`src/rtl/multdiv_pkg.sv`:
```
// Shared constants and state type for the multdiv unit (multiplier and divider).
package multdiv_pkg;
  localparam int WIDTH     = 32;
  localparam int DIV_ITERS = 32;

  localparam logic [WIDTH-1:0] INT_MIN = 32'h8000_0000;
  localparam logic [WIDTH-1:0] NEG_ONE = 32'hFFFF_FFFF;

  typedef enum logic [1:0] {
    IDLE,
    RUN,
    FIX,
    DONE
  } div_state_e;
endpackage

```
`src/rtl/div_seq_if.sv`:
```
// Request/result bundle between the stall logic (master) and the divider (slave).
// The remainder signal exists only when DIV_REMAINDER_EN is defined.
interface div_seq_if;
  import multdiv_pkg::*;

  logic             start;
  logic [WIDTH-1:0] dividend;
  logic [WIDTH-1:0] divisor;
  logic             busy;
  logic             ready;
  logic [WIDTH-1:0] quotient;
  logic             exception;
`ifdef DIV_REMAINDER_EN
  logic [WIDTH-1:0] remainder;

  modport master (output start, dividend, divisor,
                  input  busy, ready, quotient, exception, remainder);
  modport slave  (input  start, dividend, divisor,
                  output busy, ready, quotient, exception, remainder);
`else
  modport master (output start, dividend, divisor,
                  input  busy, ready, quotient, exception);
  modport slave  (input  start, dividend, divisor,
                  output busy, ready, quotient, exception);
`endif
endinterface

```
`src/rtl/cla_full_adder.sv`:
```
// Generate/propagate carry adder: sum = a + b + cin, cout is the carry out of the MSB.
// Purely combinational.
module cla_full_adder #(
  parameter int N = 32
) (
  input  logic [N-1:0] a,
  input  logic [N-1:0] b,
  input  logic         cin,
  output logic [N-1:0] sum,
  output logic         cout
);
  logic [N-1:0] g;
  logic [N-1:0] p;
  logic [N:0]   c;

  always_comb begin
    g    = a & b;
    p    = a ^ b;
    c    = '0;
    c[0] = cin;
    for (int i = 0; i < N; i++) begin
      c[i+1] = g[i] | (p[i] & c[i]);
    end
  end

  assign sum  = p ^ c[N-1:0];
  assign cout = c[N];
endmodule

```
`src/rtl/div_step.sv`:
```
// One combinational restoring-division iteration on {R, Q}: shift left, trial-subtract
// the divisor magnitude, keep the difference and set Q[0] when it does not borrow.
module div_step
  import multdiv_pkg::*;
(
  input  logic [2*WIDTH:0] rq_in,
  input  logic [WIDTH-1:0] dmag,
  output logic [2*WIDTH:0] rq_out
);
  logic [WIDTH:0] r_sh;
  logic [WIDTH:0] diff;
  logic           no_borrow;
  logic           rq_msb_unused;

  // R stays below |divisor| <= 2^31, so its top bit is always shifted out as zero.
  assign rq_msb_unused = rq_in[2*WIDTH];
  assign r_sh          = rq_in[2*WIDTH-1:WIDTH-1];

  // Carry out of R + ~D + 1 is set exactly when R >= D.
  cla_full_adder #(.N(WIDTH+1)) u_sub (
    .a   (r_sh),
    .b   (~{1'b0, dmag}),
    .cin (1'b1),
    .sum (diff),
    .cout(no_borrow)
  );

  assign rq_out = {(no_borrow ? diff : r_sh), rq_in[WIDTH-2:0], no_borrow};
endmodule

```
`src/rtl/div_seq.sv`:
```
// 32-bit signed restoring divider, fixed 33 cycles start-to-ready; start is ignored while busy.
// Flags divide-by-zero and INT_MIN/-1; remainder port only with DIV_REMAINDER_EN.
module div_seq
  import multdiv_pkg::*;
#(
  parameter int WIDTH = 32
) (
  input  logic        clk,
  input  logic        reset_n,
  div_seq_if.slave    bus
);
  localparam int CNT_W = $clog2(DIV_ITERS);

  div_state_e         state, state_nxt;
  logic               load, step_en, fix_en;
  logic [2*WIDTH:0]   rq, rq_step;
  logic [WIDTH-1:0]   dmag, amag, bmag;
  logic               sign_q, sign_r, dz, ov;
  logic [CNT_W-1:0]   cnt;
  logic [WIDTH-1:0]   quot_q, quot_nxt, neg_q;
  logic               exc_q;
  logic               neg_q_cout_unused;

  always_ff @(posedge clk or negedge reset_n) begin
    if (!reset_n) state <= IDLE;
    else          state <= state_nxt;
  end

  always_comb begin
    state_nxt = state;
    load      = 1'b0;
    step_en   = 1'b0;
    fix_en    = 1'b0;
    case (state)
      IDLE, DONE: begin
        if (bus.start) begin
          load      = 1'b1;
          state_nxt = RUN;
        end else begin
          state_nxt = IDLE;
        end
      end
      RUN: begin
        step_en = 1'b1;
        if (cnt == CNT_W'(DIV_ITERS - 1)) state_nxt = FIX;
      end
      FIX: begin
        fix_en    = 1'b1;
        state_nxt = DONE;
      end
      default: state_nxt = IDLE;
    endcase
  end

  // INT_MIN has no positive counterpart; its magnitude is read back as unsigned 2^31.
  assign amag = bus.dividend[WIDTH-1] ? -bus.dividend : bus.dividend;
  assign bmag = bus.divisor[WIDTH-1]  ? -bus.divisor  : bus.divisor;

  div_step u_step (
    .rq_in (rq),
    .dmag  (dmag),
    .rq_out(rq_step)
  );

  cla_full_adder #(.N(WIDTH)) u_neg_q (
    .a   (~rq[WIDTH-1:0]),
    .b   ('0),
    .cin (1'b1),
    .sum (neg_q),
    .cout(neg_q_cout_unused)
  );

  always_comb begin
    quot_nxt = sign_q ? neg_q : rq[WIDTH-1:0];
    if (dz)      quot_nxt = '0;
    else if (ov) quot_nxt = INT_MIN;
  end

  always_ff @(posedge clk or negedge reset_n) begin
    if (!reset_n) begin
      rq     <= '0;
      dmag   <= '0;
      sign_q <= 1'b0;
      sign_r <= 1'b0;
      dz     <= 1'b0;
      ov     <= 1'b0;
      cnt    <= '0;
      quot_q <= '0;
      exc_q  <= 1'b0;
    end else begin
      if (load) begin
        rq     <= {{(WIDTH+1){1'b0}}, amag};
        dmag   <= bmag;
        sign_q <= bus.dividend[WIDTH-1] ^ bus.divisor[WIDTH-1];
        sign_r <= bus.dividend[WIDTH-1];
        dz     <= (bus.divisor == '0);
        ov     <= (bus.dividend == INT_MIN) && (bus.divisor == NEG_ONE);
        cnt    <= '0;
      end else if (step_en) begin
        rq  <= rq_step;
        cnt <= cnt + CNT_W'(1);
      end
      if (fix_en) begin
        quot_q <= quot_nxt;
        exc_q  <= dz | ov;
      end
    end
  end

`ifdef DIV_REMAINDER_EN
  logic [WIDTH-1:0] rem_q, neg_r;
  logic             neg_r_cout_unused;

  cla_full_adder #(.N(WIDTH)) u_neg_r (
    .a   (~rq[2*WIDTH-1:WIDTH]),
    .b   ('0),
    .cin (1'b1),
    .sum (neg_r),
    .cout(neg_r_cout_unused)
  );

  // With a zero divisor every trial subtract succeeds, so R ends as |dividend|
  // and the normal sign fix already yields remainder == dividend.
  always_ff @(posedge clk or negedge reset_n) begin
    if (!reset_n)    rem_q <= '0;
    else if (fix_en) rem_q <= sign_r ? neg_r : rq[2*WIDTH-1:WIDTH];
  end

  assign bus.remainder = rem_q;
`endif

  assign bus.busy      = (state == RUN) || (state == FIX);
  assign bus.ready     = (state == DONE);
  assign bus.quotient  = quot_q;
  assign bus.exception = exc_q;
endmodule

```
`src/flat_wrapper.sv`:
```
// flat-port wrapper written by rule: the top's interface ports become plain ports
module div_seq_flat import multdiv_pkg::*;
#(
  parameter int WIDTH = 32
)
  (clk, reset_n, bus_start, bus_dividend, bus_divisor, bus_busy, bus_ready, bus_quotient, bus_exception);
  div_seq_if bus_i ();
  input  logic clk;
  input  logic reset_n;
  input wire logic [$bits(bus_i.start)-1:0] bus_start;
  input wire logic [$bits(bus_i.dividend)-1:0] bus_dividend;
  input wire logic [$bits(bus_i.divisor)-1:0] bus_divisor;
  output wire logic [$bits(bus_i.busy)-1:0] bus_busy;
  output wire logic [$bits(bus_i.ready)-1:0] bus_ready;
  output wire logic [$bits(bus_i.quotient)-1:0] bus_quotient;
  output wire logic [$bits(bus_i.exception)-1:0] bus_exception;
  assign bus_i.start = bus_start;
  assign bus_i.dividend = bus_dividend;
  assign bus_i.divisor = bus_divisor;
  assign bus_busy = bus_i.busy;
  assign bus_ready = bus_i.ready;
  assign bus_quotient = bus_i.quotient;
  assign bus_exception = bus_i.exception;
  div_seq #(.WIDTH(WIDTH)) u_core (.clk(clk), .reset_n(reset_n), .bus(bus_i));
endmodule
```
`config.mk`:
```
export PLATFORM = sky130hd
export DESIGN_NAME = div_seq_flat
export DESIGN_NICKNAME = d
export VERILOG_FILES = /design/src/rtl/multdiv_pkg.sv /design/src/rtl/div_seq_if.sv /design/src/rtl/cla_full_adder.sv /design/src/rtl/div_step.sv /design/src/rtl/div_seq.sv /design/src/flat_wrapper.sv
export SDC_FILE = /design/constraint.sdc
export NUM_CORES = 1
export LEC_CHECK = 0
export CORE_MARGIN = 2
export CORE_UTILIZATION = 55
export CTS_CLUSTER_SIZE = 30
export DETAILED_ROUTE_END_ITERATION = 12
export DONT_BUFFER_PORTS = 1
export PLACE_DENSITY = 0.68
export REMOVE_ABC_BUFFERS = 1
export SKIP_LAST_GASP = 1
export SYNTH_ARGS = -nofsm -noshare
export SYNTH_HDL_FRONTEND = slang
export SYNTH_HIERARCHICAL = 1
export SYNTH_SLANG_ARGS = --single-unit
export TNS_END_PERCENT = 5
```
`constraint.sdc`:
```
create_clock -name clk -period 25 [get_ports clk]
set_input_delay 7.5 -clock clk [delete_from_list [all_inputs] [get_ports clk]]
set_output_delay 7.5 -clock clk [all_outputs]
set_load 0.02 [all_outputs]
```
### After elaboration in Yosys (flattened, before gate mapping)

Index checks and enable logic that the tools add are counted.

* shift operators: 0
* magnitude comparators: 0
* divide/modulo/power cells: 0
* muxes and demuxes: 17
* equal/unequal tests: 7
* $add $sub $neg: 3
* reductions and logical operators: 6
* $mul: 0
* bitwise gates (word level): 103

Operators with widths (number)
* $mux W32: 6
* $mux W64: 2
* $eq A32 B32 Y1 const B: 2
* $neg A32 Y32: 2
* $xor A32 B32 Y32: 2
* $and A1 B1 Y1: 62
* $or A1 B1 Y1: 34
* $and A33 B33 Y33: 1
* $not A32 Y33: 1
* $xor A33 B33 Y33: 1
* $logic_not A32 Y1: 1
* $not A32 Y32: 1
* $mux W5: 2
* $pmux W2 S3: 1
* $add A5 B1 Y5 const B: 1
* $eq A5 B5 Y1 const B: 1
* $mux W1: 5
* $eq A2 B2 Y1 const B: 2
* $eq A2 B1 Y1 const B: 1
* $logic_not A2 Y1: 1
* $mux W2: 1
* $ne A2 B1 Y1 const B: 1
* $reduce_bool A2 Y1: 1
* $reduce_or A2 Y1: 1
* other kinds (3): 3

* ROM bits: 0
* bits in latches: 0
* memories kept: 0
* input port bits: 67
* flip-flop bits (word level): 139
* memory bits (writable): 0
* logic and storage cells: 145

### Longest topological paths before layout

Gate-level depths: netlist of run 1.

* word-level depth: 70
* gate-level depth with buffers: 43
* gate-level depth less buffers: 41

### Hierarchy

Netlist of run 1, hierarchy kept.

By module, submodules not included
* div_seq: times used 1, area each 7521.0 um^2, cells an instance 792
* div_step: times used 1, area each 919.6 um^2, cells an instance 102
* cla_full_adder (u_core.u_step.u_sub): times used 1, area each 698.2 um^2, cells an instance 43
* cla_full_adder (u_core.u_neg_q): times used 1, area each 678.2 um^2, cells an instance 42

### Worst setup path after synthesis of run 1

No wires, ideal clock.

* path type: register to register
* start: register u_core.rq[31]
* end: register u_core.rq[38]
* path slack: 11.505 ns
* setup time: 0.132 ns
* stages on the path, launching flop included: 43
* required time: 24.868 ns
* period minus slack after synthesis: 13.495 ns
* data arrival time: 13.363 ns
* path through: dfrtp_1 -> inv_1 -> fa_1 -> inv_1 -> fa_1 -> fa_1 -> fa_1 -> fa_1 -> fa_1 -> fa_1 -> fa_1 -> fa_1 -> fa_1 -> fa_1 -> fa_1 -> fa_1 -> fa_1 -> fa_1 -> (+7 left out) -> fa_1 -> fa_1 -> fa_1 -> fa_1 -> fa_1 -> fa_1 -> fa_1 -> fa_1 -> fa_1 -> fa_1 -> inv_1 -> fa_1 -> inv_1 -> buf_6 -> buf_12 -> mux2_4 -> mux2i_1 -> nor2_1

* cells in the longest elaborated chain, start to end: 69
* elaborated cells between the ends (all ways): 71

RTL lines
* start, declared: line div_seq.sv:16 `logic [2*WIDTH:0] rq, rq_step;`
* start signal, assigned: line div_seq.sv:92 `rq <= {{(WIDTH+1){1'b0}}, amag};`
* start signal, assigned: line div_seq.sv:100 `rq <= rq_step;`
* $and A33 B33 Y33 / $xor A33 B33 Y33 (equally long branches): line cla_full_adder.sv:17, cla_full_adder.sv:18
* $or A1 B1 Y1 (*): line cla_full_adder.sv:22 `c[i+1] = g[i] | (p[i] & c[i]);`
* $and A1 B1 Y1 (*): line cla_full_adder.sv:22
* $or A1 B1 Y1 (*): line cla_full_adder.sv:22
* $and A1 B1 Y1 (*): line cla_full_adder.sv:22
* $or A1 B1 Y1 (*): line cla_full_adder.sv:22
* $and A1 B1 Y1 (*): line cla_full_adder.sv:22
* $or A1 B1 Y1 (*): line cla_full_adder.sv:22
* (+55 left out)
* $or A1 B1 Y1 (*): line cla_full_adder.sv:22
* $and A1 B1 Y1 (*): line cla_full_adder.sv:22
* $or A1 B1 Y1 (*): line cla_full_adder.sv:22
* via u_core.u_step.no_borrow: line div_step.sv:12 `logic no_borrow;`
* $mux W32 (*): line div_step.sv:28 `assign rq_out = {(no_borrow ? diff : r_sh), rq_in[WIDTH-2:0], no_borrow};`
* via u_core.rq_step[38]: line div_seq.sv:16
* $mux W64 (*): line div_seq.sv:99 `end else if (step_en) begin`
* $mux W64 (*): line div_seq.sv:91 `if (load) begin`

Mark *: on every way through the listed nets, which the timed path passes. The rest lies on a longest branch. The select of a mux whose other input is x is not followed.
A chain may end at the register's enable or synchronous reset.

### Final worst setup path of run 1

* start: register u_core.rq[31]
* end: register u_core.rq[59]

* cells in the longest elaborated chain, start to end: 69
* elaborated cells between the ends (all ways): 71

RTL lines (line)
* $and A33 B33 Y33 / $xor A33 B33 Y33 (equally long branches): cla_full_adder.sv:17, cla_full_adder.sv:18
* $or A1 B1 Y1 (*): cla_full_adder.sv:22
* $and A1 B1 Y1 (*): cla_full_adder.sv:22
* $or A1 B1 Y1 (*): cla_full_adder.sv:22
* $and A1 B1 Y1 (*): cla_full_adder.sv:22
* $or A1 B1 Y1 (*): cla_full_adder.sv:22
* $and A1 B1 Y1 (*): cla_full_adder.sv:22
* $or A1 B1 Y1 (*): cla_full_adder.sv:22
* (+55 left out)
* $or A1 B1 Y1 (*): cla_full_adder.sv:22
* $and A1 B1 Y1 (*): cla_full_adder.sv:22
* $or A1 B1 Y1 (*): cla_full_adder.sv:22
* via u_core.rq_step[0]: div_seq.sv:16
* $mux W32 (*): div_step.sv:28
* via u_core.rq_step[59]: div_seq.sv:16
* $mux W64 (*): div_seq.sv:99
* $mux W64 (*): div_seq.sv:91

Marked as above.

==> results of run 1 <==
## state kept, by name (all words and copies together), names as in the netlist
register	cells
u_core/dmag	32
u_core/bus.exception	1
u_core/ov	1
u_core/dz	1
u_core/state	2
u_core/cnt	5
u_core/sign_q	1
u_core/rq	64
u_core/bus.quotient	32
## final timing paths
check | slack (ps) | depth (start not counted) | endpoint
setup / recovery | 10720 | 41 | u_core/rq[59]
min in group asynchronous | 6760 | 0 | u_core/bus.quotient[7]
max in group asynchronous | 17910 | 0 | u_core/rq[9]
hold / removal | 480 | 2 | u_core/dmag[7]
setup reg to reg | 10720 | 41 | u_core/rq[59]
hold reg to reg | 480 | 2 | u_core/dmag[7]
## report_power, final
group          internal [mW]  switching [mW]
combinational          0.324           0.341
sequential             0.331           0.124
clock                  0.185          0.0978
total                  0.840           0.564
## worst max-delay path, delay by kind of cell, from the launching register on
family	cells	cell delay, ps
adders and majority gates	33	12590
buffers and inverters	5	570
DFF	1	380
muxes	2	530
and+or+nand+nor	1	60
## metrics by stage
stage | hold WS, ps | utilization, %
after floorplan | 449.8 | -
after global placement | 461.0 | 56.09
after detailed placement | 470.8 | 56.09
after CTS | 483.1 | 59.91
after global routing | 508.4 | 59.91
final | 475.0 | 59.91
## layout make-up
cell class                 instances  area [um^2]  area share (%)
timing repair buffer               5        37.54          0.3622
multi-input combinational        654         5445           52.55
inverter                         122        457.9           4.419
clock buffer                      21        470.5           4.540
clock inverter                    11        190.2           1.835
tap                              225        281.5           2.717
sequential                       139         3480           33.58
## per-layer routing
| metal | vias to the layer above | GRT usage (%) | share of wire [%] |
|---|---|---|---|
| met5 | - | 0 | 0 |
| met4 | 0 | 7.216 | 1.5 |
| met3 | 18 | 5.298 | 5.6 |
| met2 | 161 | 35.16 | 47 |
| met1 | 3239 | 30.49 | 46 |
| li1 | 3154 | - | - |
==> results.json, run 1 <==
{
  "total_power_mw": 1.403,
  "cap_viol_max_count": 0,
  "grt_pass1_vias": 6649,
  "yosysWarnings": 6,
  "io_pins": 102,
  "cts_setup_buffers": 0,
  "min-delay-start": "u_core/dmag[7]",
  "final_cell_mix": "dfrtp_1 (138), inv_1 (121), nand2_1 (80), mux2i_1 (75), fa_1 (65)",
  "slowest_delay_ps": 420,
  "grt_pass1_wl_mm": 32.83,
  "vias": 6572,
  "min_period_ps": 14280,
  "grt_max_degree": 140,
  "area_growth_pct": 6.179,
  "routed_via_density": 5.584,
  "placed_area_um2": 9702,
  "critical_path.endpoint_type": "flip-flop",
  "status": "complete, no violations",
  "worst-path-max-fanout": 33,
  "root_buffer": "clkbuf_16",
  "rows": 48,
  "place_inst": 1145,
  "slew_viol_final": 0,
  "cp_slowest_cell": "fa_1",
  "netlist_area_um2": 9759,
  "postRouteWirelength_mm": 19.58,
  "fillers": 1445,
  "crit_start": "u_core/rq[31]",
  "max_freq_mhz": 70.05,
  "drive_above_1_share_pct": 8.403,
  "p_leak_nw": 4.850,
  "core_area_um2": 17300,
  "cts_sinks": 139,
  "place_ws_ps": 10800,
  "antenna_cells": 0,
  "start_util_pct": 56.42,
  "die_area_um2": 18830,
  "wl_per_cell_um": 16.63,
  "drc_errors": 0,
  "htreeDepth": 4,
  "postLayoutCellArea_um2": 10360,
  "rsz0062_at_grt": "no",
  "cts_tree": "yes",
  "crit_type": "reg2reg",
  "cts_buffers": 17,
  "first_pass_iters": 5,
  "postRouteAntennaNets": 0,
  "setup_viol": 0,
  "vdd_drop_max_mv": 0.06736,
  "max-slew-margin-rel_pct": 21.95,
  "clock_latency_ps": 420,
  "layout.cells.non_filler": 1177,
  "tightestPinTransition_ps": 1168,
  "cts_resized": 0,
  "finalSetupTns_ps": 0,
  "io_buffers": 0,
  "start_kind": "flip-flop",
  "period_share_pct": 57.10,
  "syn_inst": 973,
  "avgSynthCellArea_um2": 10.03,
  "gp_congestion": 0.7955,
  "hold_buffers": 0,
  "fin_nets": 1079,
  "die_h_um": 137.2,
  "arrival_ps": 14550,
  "r2r_start": "u_core/rq[31]",
  "setup_ws_ps": 10720,
  "dieWidth_um": 137.2,
  "crit_path_frequent_cell": "fa_1",
  "antenna_found_initial": 0,
  "hp-class": "reg2reg",
  "cp.required_ps": 25270,
  "hpwl_mm": 13.12,
  "clkTransAtPathRegs_ps": 60,
  "finalHoldViolCount": 0,
  "clk_path_buf_depth": 2,
  "grt_usage_pct": 22.28,
  "powerDensity_nw_per_um2": 135.4,
  "layout_commonest_cell": "dfrtp_1",
  "overflow": 0,
  "worst_clock_skew_ps": 9.315,
  "drt_iter0_markers": 376
}
Note: power is estimated with default switching activity, not from simulation.
==> run 2: changes to the inputs <==
--- a/config.mk
+++ b/config.mk
@@ -10,7 +10,7 @@
 export CTS_CLUSTER_SIZE = 30
 export DETAILED_ROUTE_END_ITERATION = 12
 export DONT_BUFFER_PORTS = 1
-export PLACE_DENSITY = 0.68
+export PLACE_DENSITY = 0.71
 export REMOVE_ABC_BUFFERS = 1
 export SKIP_LAST_GASP = 1
 export SYNTH_ARGS = -nofsm -noshare
==> constraint.sdc (replaced) <==
create_clock -name clk -period 12.4 [get_ports clk]
set_input_delay 3.72 -clock clk [delete_from_list [all_inputs] [get_ports clk]]
set_output_delay 3.72 -clock clk [all_outputs]
set_load 0.02 [all_outputs]
==> run 2 against run 1 <==
  * The flow now finishes with violations (setup timing)
  * Combinational power up 120%
  * Non-clock buffer count rose by 10
  * Worst setup slack got worse by 11000 ps
  * Critical path type unchanged
  * Register-to-register slack worse by 11000 ps
  * Largest power group unchanged
  * Cell count increased by 0.68%
==> results.json, run 2 (same netlist as run 1, synthesis figures left out) <==
{
  "status": "complete, but fails checks",
  "violations": "setup timing",
  "min_period_ps": 12900,
  "die_area_um2": 18830,
  "start_util_pct": 56.42,
  "first_pass_iters": 5,
  "antenna_found_initial": 0,
  "r2r_cells": 41,
  "p_leak_nw": 4.873,
  "clkTransAtPathRegs_ps": 60,
  "vias": 6574,
  "fin_nets": 1089,
  "start_kind": "flip-flop",
  "dieWidth_um": 137.2,
  "comb_power_share_pct": 49.5,
  "worst_hold_slack_ps": 475.9,
  "period_share_pct": 104.0,
  "regArea_um2": 3480,
  "root_buffer": "clkbuf_16",
  "final_util_pct": 61.47,
  "slowest_delay_ps": 380,
  "grt_pass1_wl_mm": 33.71,
  "drive_above_1_share_pct": 14.27,
  "rows": 48,
  "rsz0062_at_grt": "yes",
  "multi_input_area_um2": 5565,
  "largest_reg_flops": 64,
  "clkPwrFrac_pct": 19.7,
  "io_buffers": 0,
  "largest-register": "u_core/rq",
  "worst-path-buf-inv": 5,
  "setup_viol": 34,
  "clk_path_buf_depth": 2,
  "grt_max_degree": 140,
  "fillers": 1433,
  "finalHoldViolCount": 0,
  "area_growth_pct": 8.949,
  "cts_tree": "yes",
  "cp_slowest_cell": "fa_2",
  "critical_path.top_delay_family": "adder cells",
  "layout_commonest_cell": "dfrtp_1",
  "grt_pass1_vias": 6649,
  "io_pins": 102,
  "setup_ws_ps": -502.0,
  "cts_buffers": 17,
  "grt_usage_pct": 22.85,
  "p_int_mw": 1.805,
  "hold_buffers": 0,
  "htreeDepth": 4,
  "routed_via_density": 5.548,
  "sequentialPowerShare_pct": 30.8,
  "max_freq_mhz": 77.51,
  "powerDensity_nw_per_um2": 280.7,
  "cp.required_ps": 12670,
  "cap_viol_max_count": 0,
  "crit_type": "reg2reg",
  "crit_path_frequent_cell": "fa_2",
  "clock_latency_ps": 420,
  "arrival_ps": 13170,
  "hold_depth": 2,
  "finalSetupTns_ps": -13400,
  "vdd_drop_max_mv": 0.1493,
  "hpwl_mm": 13.19,
  "worst-path-max-fanout": 8,
  "die_h_um": 137.2,
  "p_sw_share_pct": 39.51,
  "antenna_cells": 0,
  "postRouteWirelength_mm": 20.34,
  "gp_congestion": 0.7989,
  "core_area_um2": 17300,
  "postRouteAntennaNets": 0,
  "overflow": 0,
  "wl_per_cell_um": 17.17,
  "place_ws_ps": -1734,
  "cts_sinks": 139,
  "drc_errors": 0,
  "tightestPinTransition_ps": 1032,
  "hp-class": "reg2reg",
  "final_cell_mix": "dfrtp_1 (138), inv_1 (120), nand2_1 (80), mux2i_1 (75), xor2_1 (52)",
  "switchingPower_mw": 1.179,
  "cp_num_cells": 41,
  "max-slew-margin-rel_pct": 31.18,
  "worst_clock_skew_ps": 8.757,
  "drt_iter0_markers": 332,
  "total_power_mw": 2.985,
  "critical_path.endpoint_type": "flip-flop",
  "slew_viol_final": 0
}
## run 2: cell count changes in the layout (fill, tap and decap cells not counted), sizes merged
cell / previous run / this run
buf: 5 / 14
clkinvlp: 1 / 0
bufinv: 5 / 6
clkbuf: 21 / 23
clkinv: 6 / 2
bufbuf: 0 / 1
## run 2: worst paths after layout
check,from,to,slack [ps]
min in group asynchronous,reset_n,u_core/bus.quotient[6],3000
worst max register to register,u_core/rq[31],u_core/rq[41],-500
worst min register to register,u_core/dmag[4],u_core/dmag[4],480
max in group asynchronous,reset_n,u_core/bus.quotient[22],9230
worst min-delay path,u_core/dmag[4],u_core/dmag[4],480
worst max-delay path,u_core/rq[31],u_core/rq[41],-500
## run 2: timing repair
action                                  4_1_cts  5_1_grt
endpoints found under the setup margin       37       36
gates cloned                                  2        0
gates resized for setup                      51        1
pin swaps                                     4        2
buffers inserted                              1        0
## run 2: final cells by class
cell class	count	area share [%]
multi-input cells	654	52.34
flip-flops and latches	139	32.73
clock buffers	23	4.589
inverters	122	4.354
well taps	225	2.648
clock inverters	7	1.742
repair buffers	15	1.600
## run 2: layer usage
metal / vias to the layer above / routed length (um) / track usage [%]
met1: 3246 / 9142 / 30.90
li1: 3157 / - / -
met3: 12 / 1190 / 6.034
met5: - / 0 / 0
met2: 159 / 9820 / 36.84
met4: 0 / 190 / 5.727
## run 2: power by group through the flow
stage | combinational (mW) | clock (mW) | sequential [mW]
6_report | 1.48 | 0.589 | 0.919
3_5_place_dp | 1.37 | 0 | 0.923
5_1_grt | 1.66 | 0.620 | 0.953
2_1_floorplan | 1.11 | 0 | 0.876
3_3_place_gp | 1.31 | 0 | 0.916
4_1_cts | 1.48 | 0.598 | 0.921
## run 2: worst register-to-register path, delay by kind of cell (launching register included)
kind	cells	cell delay, ps
simple gates	1	50
mux	2	450
buf+inv	5	580
fa+ha+maj	33	11330
flops	1	370
## run 2: stage by stage
step | cell area, um^2 | cells
6_report | 10630 | 1185
5_1_grt | 10630 | 1185
4_1_cts | 10630 | 1185
3_5_place_dp | 9767 | 1152
3_3_place_gp | 9767 | 1152
2_1_floorplan | 9365 | 915
